==> config.mk <==
export PLATFORM = sky130hd
export DESIGN_NAME = debounce_filter
export DESIGN_NICKNAME = d
export VERILOG_FILES = /design/src/rtl/debounce_filter_pkg.sv /design/src/rtl/debounce_filter_cell.sv /design/src/rtl/debounce_filter.sv
export SDC_FILE = /design/constraint.sdc
export NUM_CORES = 1
export LEC_CHECK = 0
export CAP_MARGIN = 20
export CORE_MARGIN = 4
export CORE_UTILIZATION = 23
export CTS_CLUSTER_DIAMETER = 200
export DETAILED_ROUTE_END_ITERATION = 8
export PLACE_DENSITY = 0.47
export SETUP_SLACK_MARGIN = 0.05
export SYNTH_ARGS = -nofsm -noshare
export SYNTH_HDL_FRONTEND = slang
export SYNTH_SLANG_ARGS = --single-unit
==> constraint.sdc <==
create_clock -name clk -period 5 [get_ports clk]
set_input_delay 1.25 -clock clk [delete_from_list [all_inputs] [get_ports clk]]
set_output_delay 1.25 -clock clk [all_outputs]
set_load 0.01 [all_outputs]
==> src/rtl/debounce_filter_pkg.sv <==
// -----------------------------------------------------------------------------
// debounce_filter_pkg
//   Shared definitions for the debounce filter:
//     cell_state_t  - per-bit FSM encoding (ST_IDLE=1'b0, ST_COUNT=1'b1)
//     params_ok()   - elaboration-time sizing check: stable count >= 1 and
//                     the largest counter value (stable-1) fits in cnt_w bits
//   Optional feature macro used by the top level: DEBOUNCE_EVENT_EN.
// -----------------------------------------------------------------------------
package debounce_filter_pkg;

    typedef enum logic {
        ST_IDLE  = 1'b0,
        ST_COUNT = 1'b1
    } cell_state_t;

    function automatic bit params_ok(input int stable, input int cnt_w);
        longint max_cnt;
        longint cnt_range;
        if (stable < 1 || cnt_w < 1 || cnt_w > 62) begin
            return 1'b0;
        end
        max_cnt   = longint'(stable) - 64'sd1;
        cnt_range = 64'sd1 <<< cnt_w;
        return (max_cnt < cnt_range);
    endfunction

endpackage

==> src/rtl/debounce_filter_cell.sv <==
// -----------------------------------------------------------------------------
// debounce_filter_cell
//   One-bit debounce filter: a 2-state FSM (IDLE/COUNT) plus a stability
//   counter. The filtered level flips only after the input has differed from
//   it for P_STABLE_CNT consecutive samples; any agreeing sample in between
//   restarts the count from zero.
// Ports
//   clk    in   1  clock, posedge
//   rst_n  in   1  asynchronous active-low reset
//   din    in   1  synchronized input bit
//   level  out  1  debounced level (registered)
//   rise   out  1  one-cycle pulse in the cycle level goes 0->1
//   fall   out  1  one-cycle pulse in the cycle level goes 1->0
//   state  out  1  current FSM state (debug visibility)
// -----------------------------------------------------------------------------
module debounce_filter_cell
    import debounce_filter_pkg::*;
#(
    parameter int   P_STABLE_CNT = 50000,
    parameter int   P_CNT_W      = 16,
    parameter logic P_RST_BIT    = 1'b0
) (
    input  logic        clk,
    input  logic        rst_n,
    input  logic        din,
    output logic        level,
    output logic        rise,
    output logic        fall,
    output cell_state_t state
);

    localparam logic [P_CNT_W-1:0] CNT_MAX = P_CNT_W'(P_STABLE_CNT - 1);
    localparam logic [P_CNT_W-1:0] CNT_ONE = P_CNT_W'(1);

    cell_state_t        state_q, state_d;
    logic [P_CNT_W-1:0] cnt_q, cnt_d;
    logic               level_q, level_d;
    logic               rise_q, rise_d;
    logic               fall_q, fall_d;
    logic               flip;

    // State register (also holds counter, level and pulse flops)
    always_ff @(posedge clk or negedge rst_n) begin
        if (!rst_n) begin
            state_q <= ST_IDLE;
            cnt_q   <= '0;
            level_q <= P_RST_BIT;
            rise_q  <= 1'b0;
            fall_q  <= 1'b0;
        end else begin
            state_q <= state_d;
            cnt_q   <= cnt_d;
            level_q <= level_d;
            rise_q  <= rise_d;
            fall_q  <= fall_d;
        end
    end

    // Next-state logic. cnt counts differing samples already seen; the sample
    // that makes it P_STABLE_CNT triggers the flip, so cnt never exceeds
    // P_STABLE_CNT-1.
    always_comb begin
        state_d = state_q;
        cnt_d   = cnt_q;
        flip    = 1'b0;
        case (state_q)
            ST_IDLE: begin
                cnt_d = '0;
                if (din != level_q) begin
                    if (P_STABLE_CNT == 1) begin
                        flip = 1'b1;
                    end else begin
                        cnt_d   = CNT_ONE;
                        state_d = ST_COUNT;
                    end
                end
            end
            ST_COUNT: begin
                if (din == level_q) begin
                    cnt_d   = '0;
                    state_d = ST_IDLE;
                end else if (cnt_q == CNT_MAX) begin
                    flip    = 1'b1;
                    cnt_d   = '0;
                    state_d = ST_IDLE;
                end else begin
                    cnt_d = cnt_q + CNT_ONE;
                end
            end
            default: begin
                cnt_d   = '0;
                state_d = ST_IDLE;
            end
        endcase
    end

    // Output logic: pulses are registered alongside the level so they
    // coincide with the cycle in which level shows its new value.
    always_comb begin
        level_d = level_q ^ flip;
        rise_d  = flip & ~level_q;
        fall_d  = flip & level_q;
    end

    assign level = level_q;
    assign rise  = rise_q;
    assign fall  = fall_q;
    assign state = state_q;

endmodule

==> src/rtl/debounce_filter.sv <==
// -----------------------------------------------------------------------------
// debounce_filter
//   Per-bit glitch/bounce filter for already-synchronized slow inputs. Each
//   bit is an independent debounce_filter_cell; the top adds the optional
//   sticky event flags and interrupt.
//   Optional feature macro: DEBOUNCE_EVENT_EN (adds o_evt, i_evt_clr, o_irq).
// Ports
//   clk        in   1         clock, posedge
//   rst_n      in   1         asynchronous active-low reset
//   i_data     in   P_DATA_W  synchronized inputs
//   o_data     out  P_DATA_W  debounced levels (registered)
//   o_rise     out  P_DATA_W  one-cycle pulse on 0->1 of o_data[k]
//   o_fall     out  P_DATA_W  one-cycle pulse on 1->0 of o_data[k]
//   dbg_state  out  P_DATA_W  per-bit FSM state (1 = counting)
//   o_evt      out  P_DATA_W  sticky event flags           (DEBOUNCE_EVENT_EN)
//   i_evt_clr  in   P_DATA_W  write-1-to-clear for o_evt   (DEBOUNCE_EVENT_EN)
//   o_irq      out  1         registered OR of o_evt       (DEBOUNCE_EVENT_EN)
// -----------------------------------------------------------------------------
module debounce_filter
    import debounce_filter_pkg::*;
#(
    parameter int                  P_DATA_W     = 8,
    parameter int                  P_STABLE_CNT = 50000,
    parameter int                  P_CNT_W      = 16,
    parameter logic [P_DATA_W-1:0] P_RST_VAL    = '0
) (
    input  logic                clk,
    input  logic                rst_n,
    input  logic [P_DATA_W-1:0] i_data,
    output logic [P_DATA_W-1:0] o_data,
    output logic [P_DATA_W-1:0] o_rise,
    output logic [P_DATA_W-1:0] o_fall,
    output logic [P_DATA_W-1:0] dbg_state
`ifdef DEBOUNCE_EVENT_EN
    ,
    output logic [P_DATA_W-1:0] o_evt,
    input  logic [P_DATA_W-1:0] i_evt_clr,
    output logic                o_irq
`endif
);

    if (!params_ok(P_STABLE_CNT, P_CNT_W)) begin : g_bad_params
        $error("debounce_filter: need P_STABLE_CNT>=1 and P_STABLE_CNT-1 < 2**P_CNT_W");
    end

    for (genvar k = 0; k < P_DATA_W; k++) begin : g_cell
        cell_state_t cell_state;

        debounce_filter_cell #(
            .P_STABLE_CNT (P_STABLE_CNT),
            .P_CNT_W      (P_CNT_W),
            .P_RST_BIT    (P_RST_VAL[k])
        ) u_cell (
            .clk   (clk),
            .rst_n (rst_n),
            .din   (i_data[k]),
            .level (o_data[k]),
            .rise  (o_rise[k]),
            .fall  (o_fall[k]),
            .state (cell_state)
        );

        assign dbg_state[k] = (cell_state == ST_COUNT);
    end

`ifdef DEBOUNCE_EVENT_EN
    logic [P_DATA_W-1:0] evt_q;
    logic                irq_q;

    // Set has priority over clear so an edge landing on a clear is not lost.
    always_ff @(posedge clk or negedge rst_n) begin
        if (!rst_n) begin
            evt_q <= '0;
            irq_q <= 1'b0;
        end else begin
            evt_q <= (evt_q & ~i_evt_clr) | o_rise | o_fall;
            irq_q <= |evt_q;
        end
    end

    assign o_evt = evt_q;
    assign o_irq = irq_q;
`endif

endmodule
Word level (Yosys, flattened, before mapping)
Index checks and enable logic that the tools add are counted.
Widths: inputs -> output; s select.
Word-level totals
  register bits: 160
  input bits: 10
  output and inout bits: 32
  word-level logic and storage cells: 200
Cells by class
  add/sub/neg operators: 8
  eq/ne operators: 24
  mux-type cells: 88
  bitwise operators: 40
Operators with widths (number)
  $mux 16: 16
  $pmux 16 s2: 8
  $add 16x1->16 const B: 8
  $eq 16x16->1 const B: 8
  $mux 1: 56
  $and 1x1->1: 16
  $not 1->1: 16
  $pmux 1 s2: 8
  $eq 1x1->1: 8
  $ne 1x1->1: 8
  $xor 1x1->1: 8

Depth between registers and ports, before layout
  depth in word-level cells: 5
  gate-level depth with buffers: 7
  gate-level depth less buffers: 7

Hierarchy
From an unflattened synthesis, not the netlist that was laid out.
Second synthesis, totals
  cell total of the unflattened synthesis: 744
  area total of the unflattened synthesis: 8256.7 um2
Modules (own cells, without submodules)
  debounce_filter_cell at g_cell[0].u_cell ...: times used 7, cells each 92, area an instance 1026.0 um2, seq. area each 500.5 um2
  debounce_filter_cell at g_cell[7].u_cell: times used 1, cells each 92, area an instance 1014.7 um2, seq. area each 500.5 um2
  debounce_filter: times used 1, cells each 8, area an instance 60.1 um2, seq. area each 0.0 um2

Worst setup path before layout
No wires, ideal clock.
  kind: in2reg
  start point: input i_data[4]
  end point: register g_cell[4].u_cell.cnt_q[10]
  library setup time: 0.132 ns
  arrival time: 2.216 ns
  required time: 4.868 ns
  slack: 2.652 ns
  stages on the path: 6
  buffers on the path: 2
  cells stage by stage: xnor2_1 > nand2b_1 > nand2b_1 > clkbuf_1 > clkbuf_1 > nor2_1
On the way
  cells in the longest elaborated chain, start to end: 3
Ends and longest elaborated chain
  from (decl): line debounce_filter.sv:29  | input logic [P_DATA_W-1:0] i_data,
  $eq 1x1->1: line debounce_filter_cell.sv:79  | if (din == level_q) begin
  $mux 16: line debounce_filter_cell.sv:79
  $pmux 16 s2: line debounce_filter_cell.sv:66  | case (state_q)
  net g_cell[4].u_cell.cnt_d[10]: line debounce_filter_cell.sv:36  | logic [P_CNT_W-1:0] cnt_q, cnt_d;
  to (signal assigned): line debounce_filter_cell.sv:52  | cnt_q <= cnt_d;
  to (decl): line debounce_filter_cell.sv:36
The timed path passes the listed nets, and every way through them passes these cells.

Final worst setup path
  start point: register g_cell[1].u_cell.state_q
  end point: output dbg_state[1]
RTL lines
  from (decl): line debounce_filter_cell.sv:35  | cell_state_t state_q, state_d;
  from (signal assigned): line debounce_filter_cell.sv:51  | state_q <= state_d;
  to (decl): line debounce_filter.sv:33  | output logic [P_DATA_W-1:0] dbg_state
No word-level cell between the ends.

==> flow_summary.json <==
{
  "status": "finished, final reports clean",
  "fin_crit_sh_pct": 54.41,
  "rsz0062_at_grt": "false",
  "ys_async_sr_fraction_pct": 100.0,
  "ir_drop_v": 0.0002292,
  "antenna_cells": 0,
  "synth_edf_count": 0,
  "root_buffer": "clkbuf_16",
  "cts_setup_buffers": 0,
  "gp_congestion": 0.7466,
  "slowest_stage": "clkdlybuf4s50_1",
  "synth_common_cells": "dfrtp_1, nor2_1, xnor2_1, inv_1, nand3_1",
  "cp_slowest_stage_delay_ns": 0.61,
  "setup_viol": 0,
  "crit_start": "g_cell[1].u_cell.state",
  "p_leak_nw": 3.424,
  "r2r-start": "g_cell[1].u_cell.cnt_q[13]",
  "cts_made_buffers": 17,
  "syn_area_um2": 7910,
  "grt_pass1_wl_um": 26850,
  "synth_area_leaders": "dfrtp_1, xnor2_1, nor2_1",
  "coreArea_um2": 33700,
  "fp.dieArea_um2": 37420,
  "syn_avg_cell_area_um2": 9.975,
  "tns_ns": 0,
  "syn_nets": 827,
  "slew_headroom_pct": 43.71,
  "p_seq_share_pct": 47.6,
  "start_util_pct": 23.47,
  "postRouteWirelength_um": 15140,
  "worst-path-max-fanout": 4,
  "synth-seq-area-share_pct": 50.62,
  "worstPathArrival_ns": 1.47,
  "ctsResizeCount": 0,
  "drv_cap": 0,
  "min_path_cells": 1,
  "r2r-end": "g_cell[1].u_cell.cnt_q[7]",
  "fp.dieH_um": 193.5,
  "ctsHoldBuffers": 0,
  "pwr-share-clk_pct": 48.1,
  "design_area_um2": 9168,
  "drive_gt1_share_pct": 5.501,
  "post-route-util_pct": 27.20,
  "stdcell_count": 1266,
  "synth_warnings": 0,
  "clk_pin_slew_worst_paths_ns": 0.07,
  "synth_top_area_cell": "dfrtp_1",
  "r2r_slack_ns": 2.64,
  "nets": 839,
  "endpoint_kind": "primary output",
  "max-clock-path-buffers": 2,
  "critical_path_class": "reg -> out",
  "grt_pass1_vias": 5450,
  "synth_most_common_cell": "dfrtp_1",
  "fmax_ghz": 0.3676,
  "drt-initial-drc-count": 216,
  "drc_errors": 0,
  "path_buf_inv": 1,
  "cp_data_required_time_ns": 3.75,
  "crit_path_start_kind": "flip-flop",
  "drtPass1Iterations": 4,
  "period_needed_ns": 2.720,
  "ant_nets": 0,
  "pwr_density_cell_nw_per_um2": 306.7,
  "port_buffers": 41,
  "grt_max_degree": 90,
  "cp.depth": 1,
  "drv_slew": 0,
  "drt-vias-per-instance": 4.215,
  "yosysTopAreaCellShare_pct": 50.62,
  "clock_skew_ns": 0.009656,
  "ys.flop_type": "dfrtp_1",
  "finalPower_mw": 2.812,
  "hold_class": "reg -> reg",
  "htree_levels": 4,
  "switching_share_pct": 24.42,
  "wl_per_cell_um": 11.96,
  "path_cells": "clkdlybuf4s50_1",
  "clkLatencyLatePin_ns": 0.43,
  "postPlaceCellArea_um2": 8561,
  "cp_top_family": "buffers and inverters",
  "syn_to_final_growth_pct": 15.90,
  "tightest_slew_ns": 0.8444,
  "combPwrFrac_pct": 4.3,
  "synth_cell_type_count": 47,
  "endpoint": "dbg_state[1]",
  "p_int_mw": 2.125,
  "ys_ff_latch": 160,
  "r2r_cells": 4,
  "num_rows": 67,
  "syn_inst": 793,
  "clock-sinks": 160,
  "dp_hpwl_um": 9991,
  "die_w_um": 193.5,
  "placedCellCount": 1234,
  "cts_tree": "built",
  "io_pins": 42,
  "grt_usage_pct": 8.496,
  "hold_viol": 0,
  "antenna_found_initial": 0,
  "p_sw_uw": 686.7,
  "vias": 5336,
  "grt.overflow.total": 0
}
==> area by class of cell <==
| class | count | area, um2 |
|---|---|---|
| fill | 3575 | 24530 |
| tap | 448 | 560.5 |
| inverter | 43 | 161.4 |
| clock inverter | 14 | 167.7 |
| timing repair buffer | 42 | 431.7 |
| multi-input combinational | 541 | 3403 |
| sequential | 160 | 4004 |
| clock buffer | 18 | 439.2 |
==> state kept, by name (all words and copies together), names as in the netlist <==
register,count
g_cell.u_cell.state,8
g_cell.u_cell.cnt_q,128
g_cell.u_cell.fall,8
g_cell.u_cell.rise,8
g_cell.u_cell.level,8
==> kinds of logic (layout without fill, tap and decap cells) <==
family	after synthesis	after routing	share of synthesized area, %
adder cells (fa/ha/maj)	24	24	3.796
flip-flops	160	160	50.62
XOR/XNOR	117	117	12.95
AND/OR/NAND/NOR	373	373	24.06
buffers and inverters	92	117	6.358
AO/OA/AOI/OAI	27	27	2.214
==> metal layers <==
metal / GRT usage (%) / up-vias / share of wire [%]
li1: - / 2692 / -
met1: 11.32 / 2572 / 50
met2: 12.97 / 57 / 44
met3: 3.183 / 15 / 4.4
met4: 2.413 / 0 / 1.2
met5: 0 / - / 0
==> stage by stage <==
stage / setup slack (ns) / hold WS (ns)
6_report: 2.280 / 0.5127
5_1_grt: 2.165 / 0.5403
4_1_cts: 2.201 / 0.5165
3_5_place_dp: 2.024 / 0.5020
3_3_place_gp: 2.079 / 0.5012
2_1_floorplan: 2.652 / 0.4570
==> worst min path at each step <==
stage | from | endpoint
floorplan | g_cell[2].u_cell.state | g_cell[2].u_cell.state
global placement | g_cell[5].u_cell.cnt_q[0] | g_cell[5].u_cell.cnt_q[0]
detailed placement | g_cell[0].u_cell.state | g_cell[0].u_cell.state
CTS | g_cell[0].u_cell.state | g_cell[0].u_cell.state
global route | g_cell[2].u_cell.state | g_cell[2].u_cell.state
finish | g_cell[5].u_cell.cnt_q[0] | g_cell[5].u_cell.cnt_q[0]
==> cells in the final DEF (no fill, tap or decap), drive strengths merged, types with 3 or more instances in the layout <==
| cell | Yosys | routed |
|---|---|---|
| and3 | 7 | 7 |
| or3 | 4 | 4 |
| nor2 | 140 | 140 |
| or2 | 3 | 3 |
| xnor2 | 97 | 97 |
| ha | 24 | 24 |
| or4b | 5 | 5 |
| nor4b | 3 | 3 |
| dfrtp | 160 | 160 |
| clkdlybuf4s50 | 0 | 40 |
| nand2b | 6 | 6 |
| nand3 | 41 | 41 |
| nor3 | 31 | 31 |
| o31ai | 3 | 3 |
| nor4 | 36 | 36 |
| o21ai | 9 | 9 |
| xor2 | 20 | 20 |
| nand2 | 34 | 34 |
| o22ai | 6 | 6 |
| a21oi | 5 | 5 |
| clkbuf | 8 | 18 |
| inv | 43 | 51 |
| or4 | 4 | 4 |
| and2 | 3 | 3 |
| nand4 | 38 | 38 |
| nor4bb | 6 | 6 |
==> power groups by stage <==
| stage | sequential (mW) | clock [mW] | combinational, mW |
|---|---|---|---|
| final | 1.34 | 1.35 | 0.121 |
| after global routing | 1.34 | 1.46 | 0.142 |
| after CTS | 1.34 | 1.41 | 0.127 |
| after detailed placement | 1.36 | 0 | 0.127 |
| after global placement | 1.36 | 0 | 0.126 |
| after floorplan | 1.36 | 0 | 0.0779 |
Power figures use the tool's default switching activity.
